$ cat config.mk
export PLATFORM = sky130hd
export DESIGN_NAME = uart_tx_frame
export DESIGN_NICKNAME = d
export VERILOG_FILES = /design/src/rtl/uart_tx_frame_pkg.sv /design/src/rtl/uart_tx_frame_baud_div.sv /design/src/rtl/uart_tx_frame.sv
export SDC_FILE = /design/constraint.sdc
export NUM_CORES = 1
export LEC_CHECK = 0
export ABC_AREA = 1
export BUFFER_PORTS_ARGS = -buffer_cell sky130_fd_sc_hd__buf_2
export CORE_UTILIZATION = 35
export DETAILED_ROUTE_END_ITERATION = 10
export PLACE_DENSITY = 0.61
export SETUP_SLACK_MARGIN = 0.3
export SLEW_MARGIN = 20
export SYNTH_ARGS = -nofsm -noshare
export SYNTH_HDL_FRONTEND = slang
export SYNTH_SLANG_ARGS = --single-unit
export TNS_END_PERCENT = 5
$ cat constraint.sdc
create_clock -name clk -period 2.01 [get_ports clk]
set_clock_uncertainty 0.05 [all_clocks]
set_input_delay 0.402 -clock clk [delete_from_list [all_inputs] [get_ports clk]]
set_output_delay 0.402 -clock clk [all_outputs]
set_load 0.02 [all_outputs]
$ cat src/rtl/uart_tx_frame_pkg.sv
// Shared UART definitions: frame state encodings and baud divisor helper.
// Intended for reuse by the transmitter and the planned receiver.
package uart_tx_frame_pkg;

    typedef enum logic [2:0] {
        IDLE   = 3'd0,
        START  = 3'd1,
        DATA   = 3'd2,
        PARITY = 3'd3,
        STOP   = 3'd4
    } uart_state_t;

    // Clock cycles per bit, truncated toward zero.
    function automatic int calc_div(input int clk_freq, input int baud);
        return clk_freq / baud;
    endfunction

endpackage

$ cat src/rtl/uart_tx_frame_baud_div.sv
// Bit-period counter: counts 0..DIV-1 while run is high, tick at DIV-1.
// Ports: clk, rst_n (sync, active low), clr, run in; tick out.
module uart_baud_div #(
    parameter int DIV = 4
) (
    input  logic clk,
    input  logic rst_n,
    input  logic clr,
    input  logic run,
    output logic tick
);

    localparam int CW = (DIV > 1) ? $clog2(DIV) : 1;
    localparam logic [CW-1:0] LAST = CW'(DIV - 1);

    logic [CW-1:0] r_cnt;

    always_ff @(posedge clk) begin
        if (!rst_n || clr) begin
            r_cnt <= '0;
        end else if (run) begin
            r_cnt <= (r_cnt == LAST) ? '0 : r_cnt + 1'b1;
        end
    end

    assign tick = run && (r_cnt == LAST);

endmodule

$ cat src/rtl/uart_tx_frame.sv
// Parametrised UART transmitter with ready/start handshake.
// Ports: clk, rst_n, txEn, txStart, in_data in; txReady, tx, txBusy, txDone out.
module uart_tx_frame
    import uart_tx_frame_pkg::*;
#(
    parameter int CLK_FREQ   = 50000000,
    parameter int BAUD       = 115200,
    parameter int DATA_BITS  = 8,
    parameter int PARITY_EN  = 0,
    parameter int PARITY_ODD = 0,
    parameter int STOP_BITS  = 1,
    parameter int MSB_FIRST  = 0
) (
    input  logic                 clk,
    input  logic                 rst_n,
    input  logic                 txEn,
    input  logic                 txStart,
    input  logic [DATA_BITS-1:0] in_data,
    output logic                 txReady,
    output logic                 tx,
    output logic                 txBusy,
    output logic                 txDone
);

    localparam int DIV = calc_div(CLK_FREQ, BAUD);
    localparam logic [3:0] LAST_BIT  = 4'(DATA_BITS - 1);
    localparam logic [3:0] LAST_STOP = 4'(STOP_BITS - 1);
    localparam logic       ODD       = (PARITY_ODD != 0);

    if (DIV < 2) begin : g_bad_div
        $error("uart_tx_frame: CLK_FREQ/BAUD must be >= 2");
    end
    if (DATA_BITS < 5 || DATA_BITS > 9) begin : g_bad_width
        $error("uart_tx_frame: DATA_BITS must be 5..9");
    end
    if (STOP_BITS != 1 && STOP_BITS != 2) begin : g_bad_stop
        $error("uart_tx_frame: STOP_BITS must be 1 or 2");
    end

    uart_state_t          r_state, w_state_nx;
    logic [DATA_BITS-1:0] r_shift, w_shift_nx, w_shifted;
    logic [3:0]           r_bitcnt, w_bitcnt_nx;
    logic                 r_par, w_par_nx;
    logic                 r_tx, w_tx_nx;
    logic                 r_busy, w_busy_nx;
    logic                 r_ready, w_ready_nx;
    logic                 r_done, w_done_nx;
    logic                 w_tick, w_accept, w_srst_n;

    // Disable behaves exactly like reset.
    assign w_srst_n = rst_n & txEn;
    assign w_accept = (r_state == IDLE) & txStart;

    uart_baud_div #(
        .DIV (DIV)
    ) u_baud (
        .clk   (clk),
        .rst_n (w_srst_n),
        .clr   (w_accept),
        .run   (r_state != IDLE),
        .tick  (w_tick)
    );

    // The bit on the line is always the leading end of the shifter.
    function automatic logic first_bit(input logic [DATA_BITS-1:0] v);
        return (MSB_FIRST != 0) ? v[DATA_BITS-1] : v[0];
    endfunction

    assign w_shifted = (MSB_FIRST != 0) ? (r_shift << 1) : (r_shift >> 1);

    always_ff @(posedge clk) begin
        if (!w_srst_n) begin
            r_state  <= IDLE;
            r_shift  <= '0;
            r_bitcnt <= '0;
            r_par    <= 1'b0;
            r_tx     <= 1'b1;
            r_busy   <= 1'b0;
            r_ready  <= 1'b1;
            r_done   <= 1'b0;
        end else begin
            r_state  <= w_state_nx;
            r_shift  <= w_shift_nx;
            r_bitcnt <= w_bitcnt_nx;
            r_par    <= w_par_nx;
            r_tx     <= w_tx_nx;
            r_busy   <= w_busy_nx;
            r_ready  <= w_ready_nx;
            r_done   <= w_done_nx;
        end
    end

    // Outputs are registered: each transition loads the value the line
    // must carry during the state being entered.
    always_comb begin
        w_state_nx  = r_state;
        w_shift_nx  = r_shift;
        w_bitcnt_nx = r_bitcnt;
        w_par_nx    = r_par;
        w_tx_nx     = r_tx;
        w_busy_nx   = r_busy;
        w_ready_nx  = r_ready;
        w_done_nx   = 1'b0;
        unique case (r_state)
            IDLE: begin
                if (txStart) begin
                    w_state_nx  = START;
                    w_shift_nx  = in_data;
                    w_par_nx    = (^in_data) ^ ODD;
                    w_bitcnt_nx = '0;
                    w_tx_nx     = 1'b0;
                    w_busy_nx   = 1'b1;
                    w_ready_nx  = 1'b0;
                end
            end
            START: begin
                if (w_tick) begin
                    w_state_nx = DATA;
                    w_tx_nx    = first_bit(r_shift);
                end
            end
            DATA: begin
                if (w_tick) begin
                    if (r_bitcnt == LAST_BIT) begin
                        w_bitcnt_nx = '0;
                        if (PARITY_EN != 0) begin
                            w_state_nx = PARITY;
                            w_tx_nx    = r_par;
                        end else begin
                            w_state_nx = STOP;
                            w_tx_nx    = 1'b1;
                        end
                    end else begin
                        w_bitcnt_nx = r_bitcnt + 4'd1;
                        w_shift_nx  = w_shifted;
                        w_tx_nx     = first_bit(w_shifted);
                    end
                end
            end
            PARITY: begin
                if (w_tick) begin
                    w_state_nx  = STOP;
                    w_bitcnt_nx = '0;
                    w_tx_nx     = 1'b1;
                end
            end
            STOP: begin
                if (w_tick) begin
                    if (r_bitcnt == LAST_STOP) begin
                        w_state_nx  = IDLE;
                        w_bitcnt_nx = '0;
                        w_busy_nx   = 1'b0;
                        w_ready_nx  = 1'b1;
                        w_done_nx   = 1'b1;
                    end else begin
                        w_bitcnt_nx = r_bitcnt + 4'd1;
                    end
                end
            end
            default: begin
                w_state_nx = IDLE;
            end
        endcase
    end

    assign tx      = r_tx;
    assign txBusy  = r_busy;
    assign txReady = r_ready;
    assign txDone  = r_done;

endmodule

# Word-level counts from Yosys, hierarchy flattened
# Cells that the tools add are included.
dict set report totals {
  regBits 28
  inputBits 12
  out_inout_bits 4
  word_cells 76
}
dict set report op_classes {
  n_addsub 2
  eq_ne 14
  n_mux 34
  bitwise_logic 2
  n_reduce_logical 16
}
# op count
set ops {}
lappend ops {{4-bit 2-to-1 mux} 6}
lappend ops {{8-bit 2-to-1 mux} 3}
lappend ops {{3-bit 2-to-1 mux} 7}
lappend ops {{4-bit case mux with 4 select lines} 1}
lappend ops {{8-bit case mux with 2 select lines} 1}
lappend ops {{3-bit case mux with 5 select lines} 1}
lappend ops {{1-bit 2-to-1 mux} 11}
lappend ops {{5-bit AND reduction} 2}
lappend ops {{9-bit by 1-bit adder with 9-bit output, second input constant} 1}
lappend ops {{9-bit equality test, second input constant} 1}
lappend ops {{9-bit 2-to-1 mux} 1}
lappend ops {{2-bit by 1-bit inequality test with 1-bit output, second input constant} 4}
lappend ops {{2-bit inequality test, second input constant} 4}
lappend ops {{4-bit AND reduction} 2}
lappend ops {{4-bit nonzero test} 2}
lappend ops {{7-bit AND reduction} 1}
lappend ops {{3-bit by 2-bit equality test with 1-bit output, second input constant} 2}
lappend ops {{4-bit by 1-bit adder with 4-bit output, second input constant} 1}
lappend ops {{4-bit by 3-bit equality test with 1-bit output, second input constant} 1}
lappend ops {{4-bit logical NOT} 1}
lappend ops {{1-bit case mux with 2 select lines} 2}
lappend ops {{1-bit case mux with 4 select lines} 1}
lappend ops {{2-bit nonzero test} 2}
lappend ops {{3-bit by 1-bit equality test with 1-bit output, second input constant} 1}
lappend ops {{8 further kinds} 9}

# Logic depth before layout (Yosys ltp)
dict set report logic_depth {
  ltp_word 4
  mapped_depth 12
  depth_no_buf 12
}

# Modules after synthesis
# A second synthesis with hierarchy kept.
dict set report hier_totals {
  hier_cells 236
  hier_area_um2 1587.8
}
# module n_inst cells_each area_per_inst_um2 seq_area_each_um2
set by_module_without_submodules {}
lappend by_module_without_submodules {uart_tx_frame 1 167 1117.3 380.4}
lappend by_module_without_submodules {uart_baud_div 1 69 470.5 180.2}

# Worst setup path before layout
# No wires, ideal clock.
dict set report synth_timing {
  path_type {flip-flop to flip-flop}
  from {register u_baud.r_cnt[0]}
  to {register r_shift[7]}
  setup_ps 115
  arrival_time_ps 1340
  required_ps 1845
  slack_ps 505
  path_stages_with_launch 9
  path_buffers 0
  synth_period_minus_slack_ps 1505
  path_cell_list {dfxtp_1 ha_1 nand2_1 nor2_1 nand2_1 o21ai_4 inv_4 a21oi_2 nor2_1}
}
dict set report synth_between {
  elab_chain_cells 4
}
# element line_no
set synth_rtl {}
lappend synth_rtl {{start, declared} uart_tx_frame_baud_div.sv:16} ;# logic [CW-1:0] r_cnt;
lappend synth_rtl {{start signal, assigned} uart_tx_frame_baud_div.sv:22} ;# r_cnt <= (r_cnt == LAST) ? '0 : r_cnt + 1'b1;
lappend synth_rtl {{9-bit equality test} uart_tx_frame_baud_div.sv:26} ;# assign tick = run && (r_cnt == LAST);
lappend synth_rtl {{1-bit logical AND} uart_tx_frame_baud_div.sv:26}
lappend synth_rtl {{2-bit by 1-bit inequality test with 1-bit output (no line)} -}
lappend synth_rtl {{4-bit AND reduction (no line)} -}
lappend synth_rtl {{end signal, assigned} uart_tx_frame.sv:83} ;# r_shift <= w_shift_nx;
lappend synth_rtl {{end, declared} uart_tx_frame.sv:41} ;# logic [DATA_BITS-1:0] r_shift, w_shift_nx, w_shifted;
# No other way between the ends.
# A chain may end at the register's enable or synchronous reset.

# Worst setup path in the final report
dict set report layout_timing {
  from {register u_baud.r_cnt[1]}
  to {register r_shift[1]}
}
# Same word-level chain as after synthesis.

==> run summary <==
The maximum buffer depth of the clock tree is 2. The hold violation count in the final report came out at 0. The deepest level of the CTS H-tree is 1. The distinct cell type count after synthesis came out at 27. The number of instances in the placed design came out at 305.

The sequential element share of the synthesized area is 34.81%. For flop-to-flop paths, the worst setup slack is 0.40 ns. The antenna diode count is 0. Setup repair after global routing could not meet its margin everywhere. The clock sink count came out at 28. The global-route met1 utilization is 18.21%. Buffers placed on the I/O ports in this run total 15. The length of the first detailed-routing pass in iterations came out at 4. The average wire length per cell after detail routing came out at 10.21 µm. The remaining global-route overflow came out at 0. The final layout net count came out at 276.

The utilization of the core after routing is 41.95%. The clock latency on the worst-skew pair came out at 0.28 ns. The overall via count from detail_route is 1462. The effective utilization at floorplan is 36.73%. The wire length of the first global-routing pass is 5844 µm. The number of global-route vias before repair came to 1348. In this run the worst path has a maximum fanout of 7. The worst setup path is captured at a flip-flop. The number of instances in the synthesized netlist came out at 238.

Pin placement for this block handled 16 I/O pins. The min-delay analysis places its worst path in the category input port to flip-flop. Before CTS, the worst setup slack after placement is 0.2681 ns.

The number of antenna violations at the first check in global routing was 0. The post-DP HPWL is 2371 µm. After routing the design area is 1839 µm². Global routing used 14.55% of the available tracks across all layers. Relative to the synthesized area, the layout overhead comes to 14.22%. The number of synthesis warnings is 0. Excluding fillers, the count of instances in the completed layout stands at 311. The worst hold path stage count is 3. The clock transition at the registers of the reported paths is 0.10 ns. The number of slew-limit violations in the final report came out at 0. The run finished with clean final reports. Max-cap violations in this run came to 0. Entering global routing, the biggest net connects 18 pins. The floorplan die width came out at 69.83 µm. In this run the clock root is driven by a clkbuf_8. The power after layout came out at 1.706 mW.

The type of element launching the critical path is a flip-flop. The overall die height came out at 69.83 µm. The count of cells along the worst register-to-register path is 9. The post-synthesis cell area came out at 1610 µm².

The count of endpoints failing setup in the final report is 0. The mean area per synthesized cell came out at 6.766 µm². STA puts the critical path data arrival time at 1.79 ns. The die covers 4876 µm².

Cells with a size suffix above 1 make up 22.78% of the layout. The period utilization is 80.24%. After detailed placement, the total cell area comes to 1753 µm².

The final period demand of the worst path came out at 1.613 ns. The post-route worst setup slack is 0.3972 ns. At the pin with the least slew margin, the transition time is 0.3492 ns. The worst hold slack across all endpoints came out at 0.3004 ns. The number of cell rows is 24. The worst setup path is of the flip-flop to flip-flop kind. Data on the critical path is required at its endpoint by 2.19 ns.

The highest clock frequency the design can meet came out at 620.0 MHz. The met3 track demand over resource came out at 3.634%. The normalized max-slew margin is 76.69%. The met2 usage in global routing is 25.21%. The routed wire length came out at 3175 µm.

The filler cells instantiated in the layout total 470. The floorplan core area came out at 4384 µm². Dividing total power by cell area gives a power density of 927.6 nW/µm².

The final setup TNS is 0 ns. The remaining antenna violation count after routing came out at 0. The most congested layer reported by global routing is met2.

TritonCTS built the clock tree. The number of buffers added by the clock tree synthesis step came out at 3. Summed over all cells, the static leakage comes to 0.8390 nW. The worst supply voltage drop on vdd came out at 0.5606 mV. After synthesis the netlist holds a flip-flop and latch count of 28.

After the first detailed-routing iteration, the DRC count stood at 56. For this run, design rule violations remaining after detail routing come to 0. When the netlist entered floorplanning its net count stood at 254. Dividing the detail-routed via count by the number of cells gives 4.701. At the end of routability-driven placement, the weighted congestion stood at 0.8248.
## where the power goes
group          switching (mW)  internal (mW)  total, mW
clock network           0.180          0.176      0.355
registers              0.0535          0.609      0.663
logic                   0.453          0.235      0.688
total                   0.686           1.02       1.71
## cell usage in the layout, fill, tap and decap left out, types with 4 or more instances in the layout
cell type and instances:
nand3_1 7, inv_1 21, nand4_1 4, ha_1 4
inv_2 4, nand2_1 66, a21oi_1 10, clkbuf_8 4
nand2_2 7, buf_2 15, nor2_2 4, o21ai_1 7
dfxtp_1 27, nor2_1 44, nand2_4 6
## synth_stat cells, drive strengths merged
cell / instances / area (µm²)
a211oi: 1 / 12.51
a21boi: 1 / 7.510
a21oi: 12 / 67.57
buf: 1 / 5.000
dfxtp: 28 / 560.5
ha: 4 / 50.05
inv: 28 / 112.6
nand2: 79 / 351.6
nand3: 8 / 40.04
nand4: 4 / 25.02
nor2: 51 / 230.2
nor3: 3 / 15.01
nor3b: 1 / 12.51
o211ai: 3 / 22.52
o21ai: 13 / 91.34
or2: 1 / 6.260
## layer usage
layer	part of all wire (%)	vias up
met4	0.66	0
met3	3.1	2
met5	0	-
met2	47	22
met1	49	644
li1	-	794
## worst max-delay path, stage by stage, from the launching register on
cell and delay [ns]:
dfxtp_1 0.34, inv_1 0.07, ha_1 0.17, nand2_1 0.08, nor2_1 0.14, nand2_2 0.16, o21ai_4 0.24, buf_4 0.17
o21ai_0 0.07, nor2_1 0.08
## area by class of cell
class                   count  area, µm²  area share, %
multi-input cells         181      947.2          51.50
inverters                  28      112.6          6.122
flip-flops and latches     28      561.8          30.54
well taps                  52      65.06          3.537
repair buffers             18      97.59          5.306
clock buffers               4      55.05          2.993
## sequential cells by signal (all words and copies together), names as in the netlist
name and flops:
txBusy 1, r_bitcnt 4, u_baud.r_cnt 9, r_state 3, r_shift 8, tx 1, txDone 1, txReady 1
## cell families (layout without fill, tap and decap cells)
family / after synthesis / in the layout / synth area share, %
and+or+nand+nor: 147 / 147 / 42.27
AOI/OAI and AO/OA: 30 / 30 / 12.51
buffers and inverters: 29 / 50 / 7.304
DFF: 28 / 28 / 34.81
adders and majority gates: 4 / 4 / 3.108
## timing repair
item                       in CTS  in global routing
setup endpoints to repair       9                 22
gates resized for setup         0                  7
pin swaps                       1                  0
hold buffers                    0                  0
buffers inserted                2                  0
## final timing paths
path	start	end
worst max-delay path	u_baud.r_cnt[1]$_SDFFE_PP0N_	r_shift[1]$_SDFFE_PN0P_
worst min-delay path	in_data[7]	r_shift[7]$_SDFFE_PN0P_
worst max register to register	u_baud.r_cnt[1]$_SDFFE_PP0N_	r_shift[1]$_SDFFE_PN0P_
worst min register to register	txBusy$_SDFFE_PN0P_	txBusy$_SDFFE_PN0P_
Note: power is estimated with default switching activity, not from simulation.
